`src/rtl/code_seq_pkg.sv`:
```
// Shared mode encodings and constants for the code-sequence generator.
// Optional down-count support is selected in the top with CODE_SEQ_DOWN_EN.
package code_seq_pkg;

  typedef logic [2:0] mode_t;

  localparam mode_t MODE_BIN     = 3'd0;
  localparam mode_t MODE_BCD     = 3'd1;
  localparam mode_t MODE_GRAY    = 3'd2;
  localparam mode_t MODE_AIKEN   = 3'd3;
  localparam mode_t MODE_STIBITZ = 3'd4;

  localparam logic [3:0] DEC_DIGIT_MAX = 4'd9;

  // Decimal-class modes count 0..9 per digit; everything else (incl. reserved) is binary.
  function automatic logic is_dec_mode(mode_t m);
    return (m == MODE_BCD) || (m == MODE_AIKEN) || (m == MODE_STIBITZ);
  endfunction

endpackage

```
`src/rtl/code_digit_enc.sv`:
```
// Maps one decimal digit (0..9) to its BCD, Aiken or Stibitz (excess-3) code.
module code_digit_enc
  import code_seq_pkg::*;
(
  input  logic [3:0] digit_i,
  input  mode_t      mode_i,
  output logic [3:0] code_o
);

  always_comb begin
    code_o = digit_i;
    case (mode_i)
      MODE_AIKEN: begin
        if (digit_i > 4'd4) code_o = digit_i + 4'd6;
      end
      MODE_STIBITZ: code_o = digit_i + 4'd3;
      default: ;
    endcase
  end

endmodule

```
`src/rtl/code_seq_gen.sv`:
```
// Multi-digit binary/BCD/Gray/Aiken/Stibitz sequence generator.
// Define CODE_SEQ_DOWN_EN to honour up_i and build the down-count/borrow path.
module code_seq_gen
  import code_seq_pkg::*;
#(
  parameter int unsigned DIGITS = 1
) (
  input  logic                clk_i,
  input  logic                rst_i,
  input  logic                en_i,
  input  logic                clr_i,
  input  logic                up_i,
  input  logic                wrap_i,
  input  mode_t               mode_i,
  output logic [4*DIGITS-1:0] code_o,
  output logic                at_end_o,
  output logic                wrapped_o
);

  localparam int unsigned W = 4 * DIGITS;
  localparam logic [W-1:0] CountOne = {{(W-1){1'b0}}, 1'b1};

  logic [W-1:0] count_q, count_d;
  mode_t        mode_q, mode_d;
  logic         wrapped_q, wrapped_d;

  logic         is_dec;
  logic [W-1:0] dec_max, max_val;
  logic [W-1:0] bin_up, dec_up;
  logic         up_carry;
  logic [W-1:0] step_cnt;
  logic         step_wrap;

  assign is_dec = is_dec_mode(mode_q);

  always_comb begin
    dec_max = '0;
    for (int i = 0; i < int'(DIGITS); i++) dec_max[4*i +: 4] = DEC_DIGIT_MAX;
  end

  assign max_val = is_dec ? dec_max : {W{1'b1}};
  assign bin_up  = count_q + CountOne;

  // Per-digit ripple carry: a 9 rolls to 0 and passes the carry on.
  always_comb begin
    dec_up   = count_q;
    up_carry = 1'b1;
    for (int i = 0; i < int'(DIGITS); i++) begin
      if (up_carry) begin
        if (count_q[4*i +: 4] >= DEC_DIGIT_MAX) begin
          dec_up[4*i +: 4] = 4'd0;
        end else begin
          dec_up[4*i +: 4] = count_q[4*i +: 4] + 4'd1;
          up_carry         = 1'b0;
        end
      end
    end
  end

`ifdef CODE_SEQ_DOWN_EN
  logic [W-1:0] bin_dn, dec_dn;
  logic         dn_borrow;

  assign bin_dn = count_q - CountOne;

  always_comb begin
    dec_dn    = count_q;
    dn_borrow = 1'b1;
    for (int i = 0; i < int'(DIGITS); i++) begin
      if (dn_borrow) begin
        if (count_q[4*i +: 4] == 4'd0) begin
          dec_dn[4*i +: 4] = DEC_DIGIT_MAX;
        end else begin
          dec_dn[4*i +: 4] = count_q[4*i +: 4] - 4'd1;
          dn_borrow        = 1'b0;
        end
      end
    end
  end

  assign at_end_o = up_i ? (count_q == max_val) : (count_q == '0);
`else
  logic unused_up;
  assign unused_up = up_i;
  assign at_end_o  = (count_q == max_val);
`endif

  always_comb begin
    step_cnt  = count_q;
    step_wrap = 1'b0;
`ifdef CODE_SEQ_DOWN_EN
    if (!up_i) begin
      if (count_q != '0) begin
        step_cnt = is_dec ? dec_dn : bin_dn;
      end else if (wrap_i) begin
        step_cnt  = max_val;
        step_wrap = 1'b1;
      end
    end else
`endif
    begin
      if (count_q != max_val) begin
        step_cnt = is_dec ? dec_up : bin_up;
      end else if (wrap_i) begin
        step_cnt  = '0;
        step_wrap = 1'b1;
      end
    end
  end

  // A mode change restarts the sequence and swallows any en on the same edge.
  always_comb begin
    count_d   = count_q;
    mode_d    = mode_q;
    wrapped_d = 1'b0;
    if (clr_i) begin
      count_d = '0;
    end else if (mode_i != mode_q) begin
      mode_d  = mode_i;
      count_d = '0;
    end else if (en_i) begin
      count_d   = step_cnt;
      wrapped_d = step_wrap;
    end
  end

  always_ff @(posedge clk_i) begin
    if (rst_i) begin
      count_q   <= '0;
      mode_q    <= mode_i;
      wrapped_q <= 1'b0;
    end else begin
      count_q   <= count_d;
      mode_q    <= mode_d;
      wrapped_q <= wrapped_d;
    end
  end

  assign wrapped_o = wrapped_q;

  logic [W-1:0] dec_code;

  for (genvar g = 0; g < int'(DIGITS); g++) begin : g_digit
    code_digit_enc u_enc (
      .digit_i (count_q[4*g +: 4]),
      .mode_i  (mode_q),
      .code_o  (dec_code[4*g +: 4])
    );
  end

  always_comb begin
    if (is_dec) begin
      code_o = dec_code;
    end else if (mode_q == MODE_GRAY) begin
      code_o = count_q ^ (count_q >> 1);
    end else begin
      code_o = count_q;
    end
  end

endmodule

```
`config.mk`:
```
export PLATFORM = sky130hd
export DESIGN_NAME = code_seq_gen
export DESIGN_NICKNAME = d
export VERILOG_FILES = /design/src/rtl/code_seq_pkg.sv /design/src/rtl/code_digit_enc.sv /design/src/rtl/code_seq_gen.sv
export SDC_FILE = /design/constraint.sdc
export NUM_CORES = 1
export LEC_CHECK = 0
export CAP_MARGIN = 20
export CORE_UTILIZATION = 47
export CTS_CLUSTER_SIZE = 40
export DETAILED_ROUTE_END_ITERATION = 7
export PLACE_DENSITY = 0.72
export SETUP_SLACK_MARGIN = 0.02
export SYNTH_ARGS = -nofsm -noshare
export SYNTH_HDL_FRONTEND = slang
export SYNTH_HIERARCHICAL = 1
export SYNTH_SLANG_ARGS = --single-unit
```
`constraint.sdc`:
```
create_clock -name clk_i -period 1.8 [get_ports clk_i]
set_input_delay 0.36 -clock clk_i [delete_from_list [all_inputs] [get_ports clk_i]]
set_output_delay 0.36 -clock clk_i [all_outputs]
set_load 0.02 [all_outputs]
```
# ---- Word-level counts from Yosys, hierarchy flattened
# Cells that the tools add are included.
dict set report classes {
  addsub 3
  order_cmp 2
  eq_ne 8
  muxes 13
  bitwise_logic 2
  n_reduce_logical 8
}
# op n
set ops {}
lappend ops {{4-bit 2-to-1 mux} 7}
lappend ops {{3-bit 2-to-1 mux} 4}
lappend ops {{4-bit case mux with 2 select lines} 1}
lappend ops {{3-bit by 2-bit equality test with 1-bit output (second input constant)} 2}
lappend ops {{5-bit OR reduction} 1}
lappend ops {{4-bit by 1-bit adder with 4-bit output (second input constant)} 1}
lappend ops {{4-bit by 2-bit adder with 4-bit output (second input constant)} 1}
lappend ops {{4-bit by 3-bit adder with 4-bit output (second input constant)} 1}
lappend ops {{4-bit equality test} 1}
lappend ops {{4-bit >= comparator (second input constant)} 1}
lappend ops {{4-bit by 3-bit > comparator with 1-bit output (second input constant)} 1}
lappend ops {{4-bit inequality test} 1}
lappend ops {{2-bit AND reduction} 2}
lappend ops {{2-bit nonzero test} 2}
lappend ops {{4-bit by 3-bit XOR with 4-bit output} 1}
lappend ops {{3-bit by 1-bit equality test with 1-bit output (second input constant)} 1}
lappend ops {{3-bit equality test (second input constant)} 1}
lappend ops {{3-bit inequality test} 1}
lappend ops {{3-bit OR reduction} 1}
lappend ops {{1-bit logical OR} 2}
lappend ops {{2-bit inequality test (second input constant)} 1}
lappend ops {{1-bit 2-to-1 mux} 1}
lappend ops {{1-bit inverter} 1}
dict set report word_totals {
  regBits 8
  out_inout_bits 6
}

# ---- Depth between registers and ports, before layout
# Gate-level depths: netlist (run 1).
dict set report logic_depth {
  ltp_word 7
  ltp_mapped 8
  depth_no_buf 8
}

# ---- Modules after synthesis
# Netlist (run 1), hierarchy kept.
# module n_inst cells_per_inst area_per_inst_um2
set by_module_without_submodules {}
lappend by_module_without_submodules {code_seq_gen 1 83 663.1}
lappend by_module_without_submodules {code_digit_enc 1 29 207.7}

# ---- Worst setup path before layout (run 1)
# OpenSTA, ideal clock, no wires.
dict set report synth_path {
  path_kind {reg2out}
  start {register count_q[1]}
  end {output code_o[1]}
  arrival_time_ns 1.693
  required_ns 1.440
  slack_ns -0.253
  stages_incl_launch_ff 8
  n_path_buf 0
  path_cell_list {dfxtp_1 > inv_1 > ha_1 > nor2b_1 > o21ai_1 > o221ai_1 > o22ai_1 > a21oi_1}
}
dict set report synth_via {
  elab_chain_cells 4
  elab_cells_between_ends 8
  classes_between {add/sub: 2; order compare: 1; mux: 4; bitwise: 1}
}
# element line_no
set synth_rtl {}
lappend synth_rtl {{from (decl)} code_seq_gen.sv:23} ;# logic [W-1:0] count_q, count_d;
lappend synth_rtl {{from (signal assigned)} code_seq_gen.sv:133} ;# count_q <= count_d;
lappend synth_rtl {{4-bit by 3-bit adder with 4-bit output / 4-bit by 3-bit > comparator with 1-bit output (equally long branches)} code_digit_enc.sv:14} ;# if (digit_i > 4'd4) code_o = digit_i + 4'd6;
lappend synth_rtl {{4-bit 2-to-1 mux} code_digit_enc.sv:14}
lappend synth_rtl {{4-bit case mux with 2 select lines (*)} code_digit_enc.sv:12} ;# case (mode_i)
lappend synth_rtl {{named net dec_code[1]} code_seq_gen.sv:141} ;# logic [W-1:0] dec_code;
lappend synth_rtl {{4-bit 2-to-1 mux (*)} code_seq_gen.sv:152} ;# if (is_dec) begin
lappend synth_rtl {{to (decl)} code_seq_gen.sv:15} ;# output logic [4*DIGITS-1:0] code_o,
# Mark *: on every way through the listed nets, which the timed path passes. The rest lies on a longest branch.

# ---- Worst setup path in the final report (run 1)
dict set report layout_path {
  start {register mode_q[0]}
  end {output code_o[0]}
}
dict set report layout_via {
  elab_cells_between_ends 9
  classes_between {eq/ne: 4; mux: 3; reduce/logical: 2}
}
# element line_no
set layout_rtl {}
lappend layout_rtl {{from (decl)} code_seq_gen.sv:24} ;# mode_t mode_q, mode_d;
lappend layout_rtl {{from (signal assigned)} code_seq_gen.sv:130} ;# mode_q <= mode_i;
lappend layout_rtl {{from (signal assigned)} code_seq_gen.sv:134} ;# mode_q <= mode_d;
lappend layout_rtl {{3-bit equality test / 3-bit by 2-bit equality test with 1-bit output (equally long branches)} code_digit_enc.sv:12}
lappend layout_rtl {{4-bit case mux with 2 select lines (*)} code_digit_enc.sv:12}
lappend layout_rtl {{named net dec_code[0]} code_seq_gen.sv:141}
lappend layout_rtl {{4-bit 2-to-1 mux (*)} code_seq_gen.sv:152}
# Marked as above.

==> results of run 1 <==
cell families (layout without fill, tap and decap cells):
logic type | count (synthesis) | count (layout)
AO/OA/AOI/OAI | 36 | 36
XOR/XNOR | 4 | 4
AND/OR/NAND/NOR | 42 | 42
buffers and inverters | 12 | 69
flip-flops | 8 | 8
adder cells (fa/ha/maj) | 10 | 10
sequential cells by signal, indices dropped and copies added (netlist names):
signal,count
count_q,4
mode_q,3
wrapped_o,1
how the worst max path moves through the flow:
stage	endpoint	cells after the start
after floorplan	code_o[1]	7
after global placement	code_o[1]	8
after detailed placement	code_o[2]	7
after CTS	code_o[2]	7
after global routing	code_o[1]	7
final	code_o[0]	7
cells in the final DEF, fill, tap and decap left out, drive strengths merged, types with 4 or more instances in the layout:
master	n
ha	10
dfxtp	5
nand2	10
inv	10
nor2	7
o22ai	7
clkbuf	4
o21ai	6
clkdlybuf4s50	8
a21oi	13
buf	47
power by group:
part	total, mW	internal (mW)	leakage [nW]	switching (mW)
clock network	0.164	0.0859	0.0150	0.0784
registers	0.202	0.195	0.0717	0.00680
logic	0.302	0.150	0.579	0.152
worst register-to-register path: cells and delay by family (launching register included):
family          cells  cell delay (ns)
compound gates      2             0.54
buf+inv             1             0.12
flops               1             0.49
simple gates        3             1.01
final cells by class:
type | instances | area, µm² | area share, %
Tap cell | 25 | 31.3 | 1.91
Timing Repair Buffer | 55 | 474 | 29.0
Clock buffer | 4 | 26.3 | 1.60
Inverter | 10 | 37.5 | 2.29
Multi-Input combinational cell | 92 | 876 | 53.5
Sequential cell | 8 | 193 | 11.8
per-stage QoR:
stage          setup slack, ns  TNS [ns]  instances  cell area, µm²
2_1_floorplan           -0.144    -0.757        112             886
3_3_place_gp            -0.474     -3.17        178            1260
3_5_place_dp            -0.499     -3.47        178            1260
4_1_cts                 -0.342     -2.20        193            1490
5_1_grt                 -0.559     -3.90        194            1640
6_report                -0.505     -3.36        194            1640
metal layers:
layer  part of all wire (%)  routed length, µm  track usage (%)  vias up
met5                      0                  0                0        -
met4                    6.6                302             15.8        0
met3                     10                467             10.4       44
met2                     47               2130             66.7      120
met1                     36               1660             42.2      611
li1                       -                  -                -      533
what timing repair did:
item / CTS / global route
setup endpoints to repair: 9 / 13
resized for setup: 58 / 31
buffers inserted: 11 / 1
pin swaps: 13 / 16
==> impl_results.md, run 1 <==
- Status: finished with violations
- Failing checks: design-rule violations, negative setup slack
- Die ar.: 2030 µm²
- Cell area after synthesis: 871 µm²
- Simple-Gate Fraction of Synth Area: 28.9%
- Top cell by count, worst path: buf_6
- Post-synthesis async set-or-reset flop share: 0%
- DR vias/cell: 6.74
- RR Startpoint: mode_q[2]
- DRC Markers: 1
- Tmin final: 2.31 ns
- Top cells by count, synth: a21oi_1, ha_1, inv_1, nand2_1
- Max VDD drop: 0.000462 V
- Adder-cell share of the synthesized area: 14.4%
- Endpoints failing setup: 10
- Reg2reg setup slack: -0.44 ns
- Crit path max fanout: 6
- P&R area growth vs syn: 88.1%
- Crit path capture type: primary output
- Total of warnings raised by yosys: 6
- Hold Path Depth: 3
- Synth area leaders: ha_1, dfxtp_1, edfxtp_1
- Pin count of the biggest net entering global routing: 16
- Final Hold Vio Count: 0
- Total CTS buffers: 3
- Latest clock arrival within the worst-skew pair: 0.27 ns
- WL final: 4.57 mm
- Worst min path class: reg -> reg
- Min-Delay Endpoint: count_q[0]
- EDFF count, synth: 3
- Initial antenna violation count: 0
- First-iteration detailed-routing DRC count: 82
- CP required: 1.44 ns
- Cell family with most CP delay: buffers and inverters
- RSZ-0062 raised after global routing: true
- Number of global-route vias before repair: 1129
- RePlAce Congestion: 0.849
- Leak: 0.665 nW
- Slew Viols, Final: 0
- Max stage delay on crit path: 0.42 ns
- Total Routing Usage GR: 37.8%
- Mux contribution to synthesized area: 0%
- CTS max path bufs: 2
- XOR/XNOR share of the synthesized area: 4.02%
- # clock sinks: 8
- Overall Power: 0.668 mW
- Cell taking the most area after synthesis: ha_1
- MaxCap Viol Count: 0
- Hold slack final: 0.684 ns
- CTS tree: built
- H-tree depth: 1
- Core area: 1730 µm²
- Seq/Total Area, Yosys: 21.8%
- Share of cells above drive strength 1: 58.6%
- Grt ovf: 0
- Cell Chain, Critical Path: buf_6 > nor3b_4 > buf_4 > xnor2_1 > o22ai_2 > a21oi_2 > buf_6
- Final Util: 94.9%
- Pwr/cell area: 408 nW/µm²
- Worst flop-to-flop path endpoint: count_q[1]
- Largest family of logic cells by synthesized area: simple AND/OR/NAND/NOR gates
- Fmax: 434 MHz
- Fill cells: 50
- Critical Path AT: 1.95 ns
- Fin crit share: 128%
- Worst setup SP type: flop
- Die outline width: 45.0 µm
- # diodes: 0
- Synth Instances: 112
- Via count: 1308
- DR pass1 iterations: 7
- CP Launch Point: mode_q[0]
- Die Ht: 45.0 µm
- Setup CP Type: reg -> out
- Clock transition at path regs: 0.06 ns
- Clock Tree Root: clkbuf_4
- Hold Crit Start: count_q[0]
- Clock skew: 0.00584 ns
- Distinct cell type count after synthesis: 39
- Row cnt: 15
- Post-DP HPWL: 1.99 mm
- Nets: 189
- Routed WL per cell: 23.5 µm
- Slew @ Worst Pin: 0.542 ns
- Post-route ant nets: 0
- Most used DFF post-synth: dfxtp_1
- Slowest CP cell: edfxtp_1
- PortBufs: 13
- WP buf/inv: 3
- Syn Area/Cell: 7.78 µm²
- Max-slew headroom: 63.5%
- First-pass GRT wire length: 5.42 mm
- Final WS setup: -0.505 ns
- Initial core utilization: 50.4%
- Leading cell type by number of instances after synthesis: a21oi_1
- Post-synth top area share: 14.4%
- #FFs+latches synth: 8
- Compound-Gate Fraction of Synth Area: 25.6%
- Worst reg2reg path depth: 6
- Hold_buf cts: 0
- IO Pins: 15
- Syn_nets: 131
Note: power is estimated with default switching activity, not from simulation.
==> run 2, diff against run 1 <==
--- a/config.mk
+++ b/config.mk
@@ -5,12 +5,13 @@
 export SDC_FILE = /design/constraint.sdc
 export NUM_CORES = 1
 export LEC_CHECK = 0
-export CAP_MARGIN = 20
-export CORE_UTILIZATION = 47
+export CORE_UTILIZATION = 55
 export CTS_CLUSTER_SIZE = 40
 export DETAILED_ROUTE_END_ITERATION = 7
-export PLACE_DENSITY = 0.72
+export DONT_BUFFER_PORTS = 1
+export PLACE_DENSITY = 0.7
 export SETUP_SLACK_MARGIN = 0.02
+export SLEW_MARGIN = 20
 export SYNTH_ARGS = -nofsm -noshare
 export SYNTH_HDL_FRONTEND = slang
 export SYNTH_HIERARCHICAL = 1
==> run 2 against run 1 <==
Effect of this change:
- the flow now stops in 5_1_grt
- synthesized cell count unchanged
- area after synthesis unchanged
==> impl_results.md, run 2 <==
- Most used DFF post-synth: dfxtp_1
- Syn Area/Cell: 7.78 µm²
- Cell area after synthesis: 871 µm²
- PortBufs: 0
- Stop err: [ERROR DPL-0038] Utilization greater than 100%, impossible to legalize
- Synth area leaders: ha_1, dfxtp_1, edfxtp_1
- Adder-cell share of the synthesized area: 14.4%
- Syn_nets: 131
- Status: aborted with a tool error
- RePlAce Congestion: 0.978
- Cell taking the most area after synthesis: ha_1
- Mux contribution to synthesized area: 0%
- Pin count of the biggest net entering global routing: 13
- Worst ep type: primary output
- Hold_buf cts: 0
- DP Cell Count: 154
- Initial core utilization: 63.0%
- # clock sinks: 8
- Stopped at: 5_1_grt
- XOR/XNOR share of the synthesized area: 4.02%
- Distinct cell type count after synthesis: 39
- H-tree depth: 1
- Die Ht: 41.8 µm
- Row cnt: 13
- CTS max path bufs: 2
- Seq/Total Area, Yosys: 21.8%
- Total of warnings raised by yosys: 6
- EDFF count, synth: 3
- Post-DP HPWL: 1.89 mm
- Total CTS buffers: 3
- Top cells by count, synth: a21oi_1, ha_1, inv_1, nand2_1
- IO Pins: 15
- Simple-Gate Fraction of Synth Area: 28.9%
- Die outline width: 41.8 µm
- #FFs+latches synth: 8
- Leading cell type by number of instances after synthesis: a21oi_1
- Synth Instances: 112
- Largest family of logic cells by synthesized area: simple AND/OR/NAND/NOR gates
- Clock Tree Root: clkbuf_4
- Compound-Gate Fraction of Synth Area: 25.6%
- Post-synth top area share: 14.4%
- Post-synthesis async set-or-reset flop share: 0%
- Crit. endpoint post-GRT repair: code_o[2]
[run 2: cell counts after synthesis]
Identical to the previous run, type by type.
[run 2: logic make-up after synthesis]
family | after synthesis
and+or+nand+nor | 42
adders and majority gates | 10
AOI/OAI and AO/OA | 36
buffers and inverters | 12
xor gates and xnor gates | 4
DFF | 8
[run 2: per-stage QoR]
step | setup slack [ns] | utilization [%] | hold slack (ns) | cell area [µm²] | setup TNS [ns]
3_3_place_gp | -0.111 | 80.5 | 0.459 | 1110 | -0.540
3_5_place_dp | -0.144 | 80.5 | 0.459 | 1110 | -0.790
4_1_cts | -0.372 | 90.7 | 0.173 | 1250 | -2.64
2_1_floorplan | -0.144 | - | 0.459 | 886 | -0.757
[run 2: timing repair]
item	4_1_cts
pin swaps	12
gates resized for setup	17
endpoints found under the setup margin	9
buffers inserted	7
gates cloned	0
==> run 3, diff against run 2 <==
--- a/config.mk
+++ b/config.mk
@@ -5,12 +5,11 @@
 export SDC_FILE = /design/constraint.sdc
 export NUM_CORES = 1
 export LEC_CHECK = 0
-export CORE_UTILIZATION = 55
-export CTS_CLUSTER_SIZE = 40
+export CORE_AREA = 2 2 63 65
 export DETAILED_ROUTE_END_ITERATION = 7
+export DIE_AREA = 0 0 65 67
 export DONT_BUFFER_PORTS = 1
-export PLACE_DENSITY = 0.7
-export SETUP_SLACK_MARGIN = 0.02
+export PLACE_DENSITY_LB_ADDON = 0.15
 export SLEW_MARGIN = 20
 export SYNTH_ARGS = -nofsm -noshare
 export SYNTH_HDL_FRONTEND = slang
==> constraint.sdc (replaced) <==
create_clock -name clk_i -period 2.3 [get_ports clk_i]
set_input_delay 0.46 -clock clk_i [delete_from_list [all_inputs] [get_ports clk_i]]
set_output_delay 0.46 -clock clk_i [all_outputs]
set_load 0.02 [all_outputs]
==> run 3 against run 2 <==
Effect of this change:
- the flow now finishes without violations
==> impl_results.md, run 3 (same netlist as run 1, synthesis figures left out) <==
- Status: complete, no violations
- Max-slew headroom: 62.3%
- Leak: 0.455 nW
- Worst reg2reg path depth: 6
- Die ar.: 4360 µm²
- Nets: 154
- WP buf/inv: 1
- Slew @ Worst Pin: 0.565 ns
- DRC Markers: 0
- Int Pwr: 0.333 mW
- Worst min path class: in -> reg
- DP Cell Count: 170
- CTS max path bufs: 2
- Clock transition at path regs: 0.04 ns
- Max VDD drop: 0.000229 V
- RR Startpoint: mode_q[2]
- Initial core utilization: 24.1%
- RSZ-0062 raised after global routing: true
- RePlAce Congestion: 0.736
- Clock skew: 0.00166 ns
- CP Launch Point: mode_q[0]
- Cell Chain, Critical Path: or3b_4 > nand2_1 > a211oi_1 > o21ai_1 > o22ai_1 > a21oi_1 > buf_4
- Core area: 3610 µm²
- Grt ovf: 0
- Crit path max fanout: 4
- Post-route ant nets: 0
- Pin count of the biggest net entering global routing: 17
- P&R area growth vs syn: 31.6%
- Most frequent cells in the layout: buf_4, a21oi_1, inv_1, nand2_1, ha_1
- Worst setup SP type: flop
- Latest clock arrival within the worst-skew pair: 0.23 ns
- Max FFs per register: 4
- NetSw: 0.128 mW
- Max stage delay on crit path: 0.45 ns
- Dpl cell area: 1010 µm²
- # clock sinks: 8
- Non-filler cells, final: 182
- Worst flop-to-flop path endpoint: count_q[1]
- Slowest CP cell: or3b_4
- CP required: 1.84 ns
- Die outline width: 65 µm
- Endpoints failing setup: 0
- Worst path depth: 7
- Crit path capture type: primary output
- Overall Power: 0.461 mW
- DR vias/cell: 5.02
- Number of global-route vias before repair: 918
- Hold_buf cts: 0
- Register bank with the most flops: count_q
- Row cnt: 22
- Met2 wire len: 1.16 mm
- Routed WL per cell: 13.0 µm
- Fmax: 443 MHz
- MaxCap Viol Count: 0
- Critical path endpoint: code_o[2]
- Setup CP Type: reg -> out
- Post-route design area: 1150 µm²
- CTS tree: built
- IO Pins: 15
- Commonest non-fill, non-tap cell in the layout: buf_4
- First-iteration detailed-routing DRC count: 20
- Final Hold Vio Count: 0
- Reg2reg setup slack: 0.16 ns
- Post-DP HPWL: 1.81 mm
- Clock Tree Root: clkbuf_8
- Fin crit share: 98.3%
- Top layer in use: met4
- First-pass GRT wire length: 4.08 mm
- Flop pwr share: 34.3%
- Initial antenna violation count: 0
- WL final: 2.37 mm
- Pwr/cell area: 403 nW/µm²
- H-tree depth: 1
- Clock share of power: 39.1%
- Total CTS buffers: 3
- Hold slack final: 0.323 ns
- Via count: 914
- Total Routing Usage GR: 12.1%
- Comb pwr share: 26.6%
- Slew Viols, Final: 0
- Tmin final: 2.26 ns
- Cell family with most CP delay: simple AND/OR/NAND/NOR gates
- Critical Path AT: 1.80 ns
- Share of cells above drive strength 1: 25.4%
- PortBufs: 0
- Final Util: 31.8%
- M1 WL: 1.10 mm
- Switching Fraction: 27.7%
- Die Ht: 67 µm
- # diodes: 0
- DR pass1 iterations: 4
- Routed wl met3: 92 µm
run 3: worst min-delay path by stage:
stage | slack, ns | from | to | depth (start not counted)
finish | 0.32 | mode_i[1] | mode_q[1] | 0
global placement | 0.50 | count_q[1] | count_q[1] | 2
global route | 0.31 | mode_i[1] | mode_q[1] | 0
floorplan | 0.56 | mode_i[0] | mode_q[0] | 0
detailed placement | 0.50 | count_q[1] | count_q[1] | 2
CTS | 0.32 | mode_i[1] | mode_q[1] | 0
run 3: metrics by stage:
step	worst slack, ns	setup TNS, ns
final	0.0402	0
after global routing	-0.0804	-0.228
after CTS	0.0177	0
after detailed placement	0.156	0
after global placement	0.158	0
after floorplan	0.147	0
run 3: power by group through the flow:
stage	sequential [mW]	clock (mW)	combinational [mW]
global route	0.159	0.199	0.136
finish	0.158	0.180	0.123
CTS	0.158	0.189	0.114
global placement	0.166	0	0.0966
floorplan	0.164	0	0.0651
detailed placement	0.166	0	0.0961
run 3: final cells by class:
type                       count  area, µm²
fill                         392       2460
inverter                      10       37.5
multi-input combinational     92        662
clock buffer                   4       45.0
tap                           48       60.1
timing repair buffer          20        150
sequential                     8        191
run 3: what timing repair did:
action | 4_1_cts | 5_1_grt
setup buffers | 6 | 2
setup endpoints to repair | 2 | 7
pin swaps | 1 | 3
resized for setup | 1 | 7
run 3: metal layers:
metal,global-route usage [%],vias to the layer above
met5,0,-
met4,3.19,0
met3,3.55,3
met2,21.0,20
met1,14.5,424
li1,-,467
